[config.mk]
export PLATFORM = sky130hd
export DESIGN_NAME = cmp_unit
export DESIGN_NICKNAME = d
export VERILOG_FILES = /design/src/rtl/cmp_unit.sv
export SDC_FILE = /design/constraint.sdc
export NUM_CORES = 1
export LEC_CHECK = 0
export BUFFER_PORTS_ARGS = -buffer_cell sky130_fd_sc_hd__clkbuf_2
export CORE_MARGIN = 3
export CORE_UTILIZATION = 29
export CTS_CLUSTER_SIZE = 8
export DETAILED_ROUTE_END_ITERATION = 10
export PLACE_DENSITY = 0.57
export SLEW_MARGIN = 10
export SYNTH_ARGS = -nofsm -noshare
export SYNTH_HDL_FRONTEND = slang
export SYNTH_SLANG_ARGS = --single-unit
[constraint.sdc]
create_clock -name clk -period 6.47 [get_ports clk]
set_input_delay 1.294 -clock clk [delete_from_list [all_inputs] [get_ports clk]]
set_output_delay 1.294 -clock clk [all_outputs]
set_load 0.05 [all_outputs]
[src/rtl/cmp_unit.sv]
// cmp_unit: multi-cycle chunked subtract/compare unit with valid/ready handshakes
// Ports:
//   clk, rst (sync, active-low)
//   in_valid/in_ready, op1, op2, signed_mode : operand channel
//   out_valid/out_ready, result, equal/greater/less : result channel
//   busy : high while an operation is in CALC or HOLD
module cmp_unit #(
    parameter int WIDTH = 16,
    parameter int CHUNK = 4
) (
    input  logic             clk,
    input  logic             rst,
    input  logic             in_valid,
    output logic             in_ready,
    input  logic [WIDTH-1:0] op1,
    input  logic [WIDTH-1:0] op2,
    input  logic             signed_mode,
    output logic             out_valid,
    input  logic             out_ready,
    output logic [WIDTH-1:0] result,
    output logic             equal,
    output logic             greater,
    output logic             less,
    output logic             busy
);
    localparam int NCHUNK = CHUNK > 0 ? WIDTH / CHUNK : 1;
    localparam int CW = NCHUNK > 1 ? $clog2(NCHUNK) : 1;
    localparam logic [CW-1:0] LAST = CW'(NCHUNK - 1);

    generate
        if (CHUNK < 1 || WIDTH < 2 || WIDTH % (CHUNK < 1 ? 1 : CHUNK) != 0) begin : g_bad_params
            $error("cmp_unit: WIDTH must be >= 2 and a multiple of CHUNK >= 1");
        end
    endgenerate

    typedef enum logic [1:0] {IDLE, CALC, HOLD} state_t;
    state_t state, state_n;

    logic [WIDTH-1:0]       a_sr, b_sr, acc, acc_n;
    logic [CW-1:0]          cnt;
    logic                   a_msb, b_msb, sm, borrow;
    logic [CHUNK:0]         diff;
    logic [WIDTH+CHUNK-1:0] cat;
    logic                   last, eq, lt, n, v;

    assign in_ready  = rst && state == IDLE;
    assign out_valid = state == HOLD;
    assign busy      = state != IDLE;

    // Operands shift right so the active slice is always the low CHUNK bits;
    // finished slices enter acc from the top, so after NCHUNK cycles acc is in order.
    always_comb begin
        diff  = {1'b0, a_sr[CHUNK-1:0]} - {1'b0, b_sr[CHUNK-1:0]} - {{CHUNK{1'b0}}, borrow};
        cat   = {diff[CHUNK-1:0], acc};
        acc_n = cat[WIDTH+CHUNK-1:CHUNK];
        last  = cnt == LAST;
        eq    = acc_n == '0;
        n     = acc_n[WIDTH-1];
        v     = (a_msb != b_msb) && (n != a_msb);
        lt    = sm ? n ^ v : diff[CHUNK];
    end

    always_comb begin
        state_n = state;
        case (state)
            IDLE:    state_n = in_valid ? CALC : IDLE;
            CALC:    state_n = last ? HOLD : CALC;
            HOLD:    state_n = out_ready ? IDLE : HOLD;
            default: state_n = IDLE;
        endcase
    end

    always_ff @(posedge clk) begin
        if (!rst) state <= IDLE;
        else      state <= state_n;
    end

    always_ff @(posedge clk) begin
        if (!rst) begin
            a_sr    <= '0;
            b_sr    <= '0;
            acc     <= '0;
            cnt     <= '0;
            a_msb   <= 1'b0;
            b_msb   <= 1'b0;
            sm      <= 1'b0;
            borrow  <= 1'b0;
            result  <= '0;
            equal   <= 1'b0;
            greater <= 1'b0;
            less    <= 1'b0;
        end else begin
            case (state)
                IDLE: if (in_valid) begin
                    a_sr   <= op1;
                    b_sr   <= op2;
                    a_msb  <= op1[WIDTH-1];
                    b_msb  <= op2[WIDTH-1];
                    sm     <= signed_mode;
                    borrow <= 1'b0;
                    cnt    <= '0;
                end
                CALC: begin
                    a_sr   <= a_sr >> CHUNK;
                    b_sr   <= b_sr >> CHUNK;
                    acc    <= acc_n;
                    borrow <= diff[CHUNK];
                    cnt    <= cnt + 1'b1;
                    if (last) begin
                        result  <= acc_n;
                        equal   <= eq;
                        less    <= !eq && lt;
                        greater <= !eq && !lt;
                    end
                end
                HOLD: if (out_ready) begin
                    equal   <= 1'b0;
                    greater <= 1'b0;
                    less    <= 1'b0;
                end
                default: ;
            endcase
        end
    end
endmodule

==> results of run 1 <==
## synthesized netlist by cell type, types with 2 or more instances
cell type  instances
nor2_1             3
mux2i_1           33
and3_1             5
buf_4              4
nand2_1           78
ha_1              11
nand3_1           14
and2_1             3
nand2b_1           4
or3_1              2
a21boi_1          11
a21oi_1           19
o211a_1           23
inv_2              2
inv_1             12
a21boi_0          11
fa_1               2
buf_2             11
nor2b_1           19
dfxtp_1           71
clkbuf_1           7
## worst min-delay path: stages (launching register included)
cell      delay, ps
dfxtp_1         300
nand2_1          50
a21boi_1         50
## cell families after synthesis
kind of cell	share of synthesized area, %
compound gates	17.69
xor+xnor	0.7267
fa+ha+maj	5.158
buf+inv	5.485
flops	41.26
mux	9.590
simple gates	20.09
## area by class of cell
| class | count | area share, % |
|---|---|---|
| inverter | 14 | 1.288 |
| clock inverter | 3 | 0.4294 |
| multi-input combinational | 262 | 45.03 |
| clock buffer | 12 | 6.534 |
| timing repair buffer | 60 | 7.485 |
| sequential | 71 | 34.85 |
| tap | 143 | 4.387 |
## layout by cell type, fill, tap and decap left out, types with 2 or more instances in the layout
cell type	instances
a21boi_0	11
a21boi_1	11
a21oi_1	19
and2_1	3
and3_1	5
buf_4	2
clkbuf_16	9
clkbuf_2	58
clkbuf_8	3
clkinv_2	2
dfxtp_1	71
fa_1	2
ha_1	10
inv_1	12
inv_2	2
mux2i_1	33
nand2_1	78
nand2b_1	4
nand3_1	14
nor2_1	3
nor2b_1	19
o211a_1	23
or3_1	2
## final timing paths
path	from	to	cells past startpoint
hold reg to reg	greater	greater	2
setup / recovery	rst	in_ready	4
hold / removal	greater	greater	2
setup reg to reg	state[1]	a_sr[1]	7
## flip-flops by register name, summed over array words and instances, names as in the netlist, 2 cells and up
name,cells
cnt,2
state,2
b_sr,16
a_sr,16
result,16
acc,12
## per-stage QoR
stage / power [uW] / std cells / hold WS (ps) / setup WS [ps] / area, um2
floorplan: 647.3 / 371 / 430.8 / 3225 / 3445
global placement: 690.1 / 550 / 442.4 / 2796 / 3795
detailed placement: 693.3 / 550 / 442.0 / 2786 / 3795
CTS: 1164 / 565 / 449.0 / 2782 / 4079
global route: 1205 / 565 / 481.1 / 2720 / 4079
finish: 1147 / 565 / 446.1 / 2821 / 4079
## power groups by stage
stage               combinational, uW  clock, uW  sequential [uW]
global route                      222        495              488
CTS                               201        479              484
global placement                  197          0              493
finish                            198        465              484
floorplan                         153          0              494
detailed placement                200          0              494
## routing by layer
metal | part of all wire, % | track usage (%)
met1 | 50 | 15.17
met2 | 44 | 17.71
met3 | 5.0 | 4.211
met4 | 1.8 | 4.695
met5 | 0 | 0
==> reports/summary.txt, run 1 <==
Status: finished clean
CP most frequent cell: clkbuf_2
FF-to-FF setup slack: 3830 ps
RSZ-0062 raised after global routing: no
Startpoint types: input pin
Fin util: 35.42%
CP Buf/Inv Count: 3
Worst path cell trace: clkbuf_2 -> buf_4 -> and2_1 -> clkbuf_2
Seq. cell area: 1421 um2
Final WL: 7.352 mm
# setup viols final: 0
Area contributors post-synth: dfxtp_1 41%, mux2i_1 9.6%, nand2_1 8.5%
Unique masters post-synth: 47
# fillers: 1211
Synthesized net count: 421
Worst-margin pin slew: 1028 ps
Critical path arrival: 2350 ps
Postcts setup bufs: 0
Clock tree buffer depth: 2
Vias in the first global route: 2538
Largest net degree at the start of global routing: 73
Crit. End Element: output port
Sequential power share: 42.2%
Net Sw Power: 306.6 uW
Total CTS buffers: 9
Power Internal: 840.1 uW
Setup Crit Path Kind: input pin to output port
Share of the synthesized area in the top cell type: 41.26%
Root Buffer: clkbuf_16
Pleak: 0.001881 uW
Layout area overhead: 18.42%
Syn Inst Count: 371
PostCTS Resize Cnt: 0
Detailed Route Iter0 Violations: 95
Slowest stage cell, crit path: buf_4
Clock Sinks: 71
PwrDens: 281.1 nW/um2
Clk network pwr share: 40.6%
Syn avg cell area: 9.285 um2
Synth Register Bits: 71
Fin Clk Skew: 4.171 ps
First-pass GRT wire length: 12.25 mm
Antenna diodes: 0
Wirelength per Cell: 13.01 um
Synth area leader: dfxtp_1
CTS clk-pin slew, worst paths: 60 ps
Rel. slew slack: 31.20%
Port bufs: 58
Die H: 115.0 um
VDD IR max: 0.0001749 V
Class of the worst hold path: flip-flop to flip-flop
Main synth FF type: dfxtp_1
Combinational power share: 17.2%
Fraction of layout cells with a size suffix above 1: 22.04%
Die Width: 115.0 um
Slowest stage delay, CP: 490 ps
Final Wtd Congestion: 0.7422
DR pass1 iterations: 4
Gr usage total: 11.70%
Layout Nets: 468
Post-Syn Area: 3445 um2
CTS tree: done
Endpoints failing hold: 0
Vias/cell: 4.619
Sw Ratio: 26.74%
Die Area: 13220 um2
Row cnt: 39
Post-DRT Antenna Nets: 0
Max Cap Viol: 0
Fin Setup TNS: 0 ps
Async SR Flop Fraction: 0%
Sequential area share after synthesis: 41.26%
H-tree levels: 3
Final slew viol count: 0
Number of warning messages in the yosys log: 0
# hold bufs at CTS: 0
Tmin final: 3649 ps
Core Area: 11520 um2
Vias: 2610
CP required: 5180 ps
Final Cycle Share: 56.39%
I/O Pins: 59
Grt total ovfl: 0
Initial antenna violation count: 0
HPWL after DPL: 5.143 mm
Fmax: 0.2741 GHz
CP max FO: 72
Clk Latency, worst-skew pair: 330 ps
Initial Util: 29.91%
Multi-input gate area: 1837 um2
CP top delay family: buffers and inverters
Drt drc: 0
Post-synth EDFFs: 0
Power figures use the tool's default switching activity.
==> inputs of run 2 (changes only) <==
- clock period: 6.47 -> 3.5 ns (I/O delays scaled with it)
==> run 2 against run 1 <==
Global-route usage up 0.22 points. Cell count up 0.18%. Combinational power is 85% higher. Setup slack worse by 1800 ps. First-iteration DRC count decreased by 2.1%. Flip-flop and latch count unchanged. Die area did not move. Clock skew increased by 1.9 ps. Clock power up 130%. Sequential share of layout area shrank 0.54 points. Critical path depth unchanged. Critical endpoint is now busy.
==> reports/summary.txt, run 2 (same netlist as run 1, synthesis figures left out) <==
Status: finished clean
Max Cap Viol: 0
Fin Clk Skew: 6.101 ps
H-tree levels: 3
Layout area overhead: 20.27%
Core Area: 11520 um2
Antenna diodes: 0
Detailed Route Iter0 Violations: 93
Critical path arrival: 1820 ps
VDD IR max: 0.0002209 V
Multi-input gate area: 1837 um2
Total CTS buffers: 9
Vias in the first global route: 2607
Gr usage total: 11.92%
Row cnt: 39
# fillers: 1209
Worst path cell trace: inv_1 -> ha_1 -> inv_2 -> clkbuf_2
Initial Util: 29.91%
Vias/cell: 4.666
Clock tree buffer depth: 2
CP required: 2800 ps
Fraction of layout cells with a size suffix above 1: 21.99%
Post-DRT Antenna Nets: 0
First-pass GRT wire length: 12.60 mm
Grt total ovfl: 0
PwrDens: 558.2 nW/um2
Tmin final: 2523 ps
Vias: 2641
HPWL after DPL: 5.347 mm
Die Width: 115.0 um
Die Area: 13220 um2
Pre-CTS WS: 1087 ps
Final slew viol count: 0
Fmax: 0.3963 GHz
Port bufs: 58
Biggest registers after layout: a_sr: 16 flops, b_sr: 16 flops, result: 16 flops
CTS clk-pin slew, worst paths: 50 ps
Class of the worst hold path: flip-flop to flip-flop
I/O Pins: 59
Pleak: 0.001903 uW
RSZ-0062 raised after global routing: no
# hold bufs at CTS: 0
Rel. slew slack: 32.05%
Commonest non-fill, non-tap cell in the layout: nand2_1
# setup viols final: 0
Initial antenna violation count: 0
Slowest stage cell, crit path: ha_1
Fin Setup TNS: 0 ps
Startpoint types: flip-flop
Final Cycle Share: 72.10%
CTS tree: done
Root Buffer: clkbuf_16
Wirelength per Cell: 13.05 um
Largest net degree at the start of global routing: 72
Seq. cell area: 1421 um2
Drt drc: 0
Worst-margin pin slew: 1015 ps
Setup Crit Path Kind: flip-flop to output port
PostCTS Resize Cnt: 0
DR pass1 iterations: 4
CP max FO: 13
Final WL: 7.388 mm
Die H: 115.0 um
Layout Nets: 468
Clock Sinks: 71
Clk Latency, worst-skew pair: 330 ps
Endpoints failing hold: 0
Most frequent cells in the layout: 78 x nand2_1, 71 x dfxtp_1, 58 x clkbuf_2
Postcts setup bufs: 0
Final Wtd Congestion: 0.7614
Crit. End Element: output port
Slowest stage delay, CP: 540 ps
Final setup margin: 976.6 ps
[run 2: layer usage]
layer | up-vias | GRT usage (%) | share of wire [%]
met5 | - | 0 | 0
met4 | 0 | 3.286 | 1.3
met3 | 9 | 3.789 | 4.5
met2 | 50 | 18.75 | 45
met1 | 1217 | 15.79 | 49
li1 | 1365 | - | -
[run 2: where the power goes]
part	internal [uW]	leakage (uW)	switching, uW
Clock	715	0.000162	336
Combinational	164	0.00116	203
Sequential	859	0.000580	35.7
[run 2: final timing paths]
path / depth (start not counted) / start / slack [ps] / to
setup / recovery: 4 / state[0] / 980 / busy
hold / removal: 2 / greater / 450 / greater
setup reg to reg: 6 / state[1] / 1140 / result[1]
hold reg to reg: 2 / greater / 450 / greater
[run 2: final cells by class]
type                            count  area share [%]
Timing Repair Buffer               60           7.369
Inverter                           14           1.268
Tap cell                          143           4.319
Clock inverter                      5           2.537
Multi-Input combinational cell    262           44.34
Clock buffer                       11           5.859
Sequential cell                    71           34.31
[run 2: per-stage QoR]
stage          instance area (um2)  power, uW  utilization, %  hold WS [ps]  instances
6_report                      4143       2312           35.97         450.9        566
5_1_grt                       4143       2431           35.97         482.5        566
4_1_cts                       4143       2346           35.97         454.6        566
3_5_place_dp                  3795       1285           32.95         447.2        550
3_3_place_gp                  3795       1279           32.95         442.1        550
2_1_floorplan                 3445       1197               -         430.8        371
[run 2: worst max-delay path: cells and delay by family (launching register included)]
family | cells | cell delay, ps
buf+inv | 3 | 630
flops | 1 | 330
fa+ha+maj | 1 | 540
==> inputs of run 3 (changes only) <==
- PLACE_DENSITY: 0.57 -> 0.58
- clock period: 3.5 -> 2.1 ns (I/O delays scaled with it)
==> run 3 against run 2 <==
The run now ends with negative setup slack left. First-iteration DRC count is 32% higher. Clock skew is 2.6 ps lower. Worst hold slack worse by 110 ps. Register-to-register slack worse by 1100 ps. Clock-buffer cell count is 2 higher. Clock power is 42% higher. Critical path type is now flip-flop to flip-flop. Largest power group is now registers. Highest routed layer unchanged.
==> reports/summary.txt, run 3 (same netlist as run 1, synthesis figures left out) <==
RSZ-0062 raised after global routing: yes
Port bufs: 58
Clock Sinks: 71
Detailed Route Iter0 Violations: 123
DP Cell Count: 560
Total CTS buffers: 9
Root Buffer: clkbuf_16
Final WL: 7.692 mm
Most frequent cells in the layout: 78 x nand2_1, 69 x dfxtp_1, 57 x clkbuf_2
Row cnt: 39
Final std cells w/o fill: 577
# hold bufs at CTS: 0
Startpoint types: flip-flop
Fraction of layout cells with a size suffix above 1: 26.50%
Initial Util: 29.91%
Failing checks: negative setup slack
Largest net degree at the start of global routing: 46
CP Buf/Inv Count: 1
Clk Latency, worst-skew pair: 330 ps
Setup Crit Path Kind: flip-flop to flip-flop
Worst-margin pin slew: 360.9 ps
Gr usage total: 12.26%
Initial antenna violation count: 0
Crit. End Element: flip-flop
Pre-CTS WS: -92.90 ps
CP max FO: 3
Fin Clk Skew: 3.479 ps
PwrDens: 867.9 nW/um2
Final setup margin: -5.625 ps
Design Power: 3686 uW
Area of placed instances: 3895 um2
Vias/cell: 4.737
Die H: 115.0 um
Vias in the first global route: 2724
Class of the worst hold path: input pin to flip-flop
Wirelength per Cell: 13.33 um
Die Area: 13220 um2
CTS clk-pin slew, worst paths: 60 ps
Layout area overhead: 23.28%
Tmin final: 2106 ps
Endpoints failing hold: 0
Drt drc: 0
Slowest stage cell, crit path: fa_1
Core Area: 11520 um2
VDD IR max: 0.0004635 V
Slowest stage delay, CP: 420 ps
Final Wtd Congestion: 0.7440
HPWL after DPL: 5.511 mm
Status: finished with violations
# setup viols final: 1
Clock tree buffer depth: 2
First-pass GRT wire length: 13.09 mm
Final slew viol count: 0
Layout Nets: 479
Critical path arrival: 2340 ps
Max Cap Viol: 0
CP required: 2340 ps
Grt total ovfl: 0
Commonest non-fill, non-tap cell in the layout: nand2_1
Pleak: 0.001947 uW
H-tree levels: 3
Cell area after layout: 4247 um2
Vias: 2733
Die Width: 115.0 um
Rel. slew slack: 75.91%
Worst path cell trace: fa_2 -> inv_2 -> fa_1 -> nor3b_2 -> and4b_1 -> o2111ai_2 -> nand3_1 -> o31ai_2
I/O Pins: 59
CTS tree: done
Post-DRT Antenna Nets: 0
Fmax: 0.4749 GHz
Antenna diodes: 0
Biggest registers after layout: a_sr: 16 flops, b_sr: 16 flops, result: 16 flops
CP top delay family: adder cells
DR pass1 iterations: 6
Final Cycle Share: 100.3%
-- run 3: cell count changes in the layout (fill, tap and decap cells not counted), sizes merged --
cell      before  now
bufinv         3    1
clkinv         0    1
buf            2   13
clkbuf        69   71
clkinvlp       2    1
-- run 3: path summary, 6_finish.rpt --
check                                  from         end  slack [ps]  cells past startpoint
worst max-delay path                a_sr[0]        less          -6                      8
worst min register to register   result[10]  result[10]         450                      2
worst min-delay path            signed_mode          sm         340                      3
worst max register to register      a_sr[0]        less          -6                      8
-- run 3: per-stage QoR --
stage	utilization, %	setup TNS, ps	hold slack [ps]
floorplan	-	0	430.8
global placement	33.82	0	443.2
detailed placement	33.82	-147.2	447.4
CTS	36.53	-97.16	339.3
global route	36.88	-220.0	356.3
finish	36.88	-5.625	340.5
-- run 3: layer usage --
layer / vias to the layer above / share of wire (%) / GRT usage, %
met2: 68 / 47 / 20.14
met4: 0 / 0.91 / 3.052
met3: 7 / 4.8 / 3.947
li1: 1388 / - / -
met1: 1270 / 47 / 15.65
met5: - / 0 / 0
-- run 3: worst reg2reg max path, stage by stage (launching register included) --
cell and delay [ps]:
dfxtp_2 330, fa_2 410, inv_2 70, fa_1 420, nor3b_2 170, and4b_1 190, o2111ai_2 90, nand3_1 130
o31ai_2 200
-- run 3: cell type report --
class / count / area (um2)
Sequential cell: 71 / 1424
Inverter: 14 / 55.05
Clock buffer: 13 / 250.2
Fill cell: 1197 / 7269
Timing Repair Buffer: 71 / 415.4
Clock inverter: 3 / 42.54
Tap cell: 143 / 178.9
Multi-Input combinational cell: 262 / 1881
-- run 3: what timing repair did --
| item | CTS | global route |
|---|---|---|
| buffers inserted | 1 | 0 |
| gates resized for setup | 6 | 11 |
| setup endpoints to repair | 4 | 4 |
| pin swaps | 4 | 8 |
-- run 3: where the power goes --
part	internal, uW	total (uW)	leakage (uW)	switching (uW)
Clock	951	1490	0.000140	543
Combinational	335	699	0.00123	364
Sequential	1430	1490	0.000581	60.0
Total	2720	3690	0.00195	968
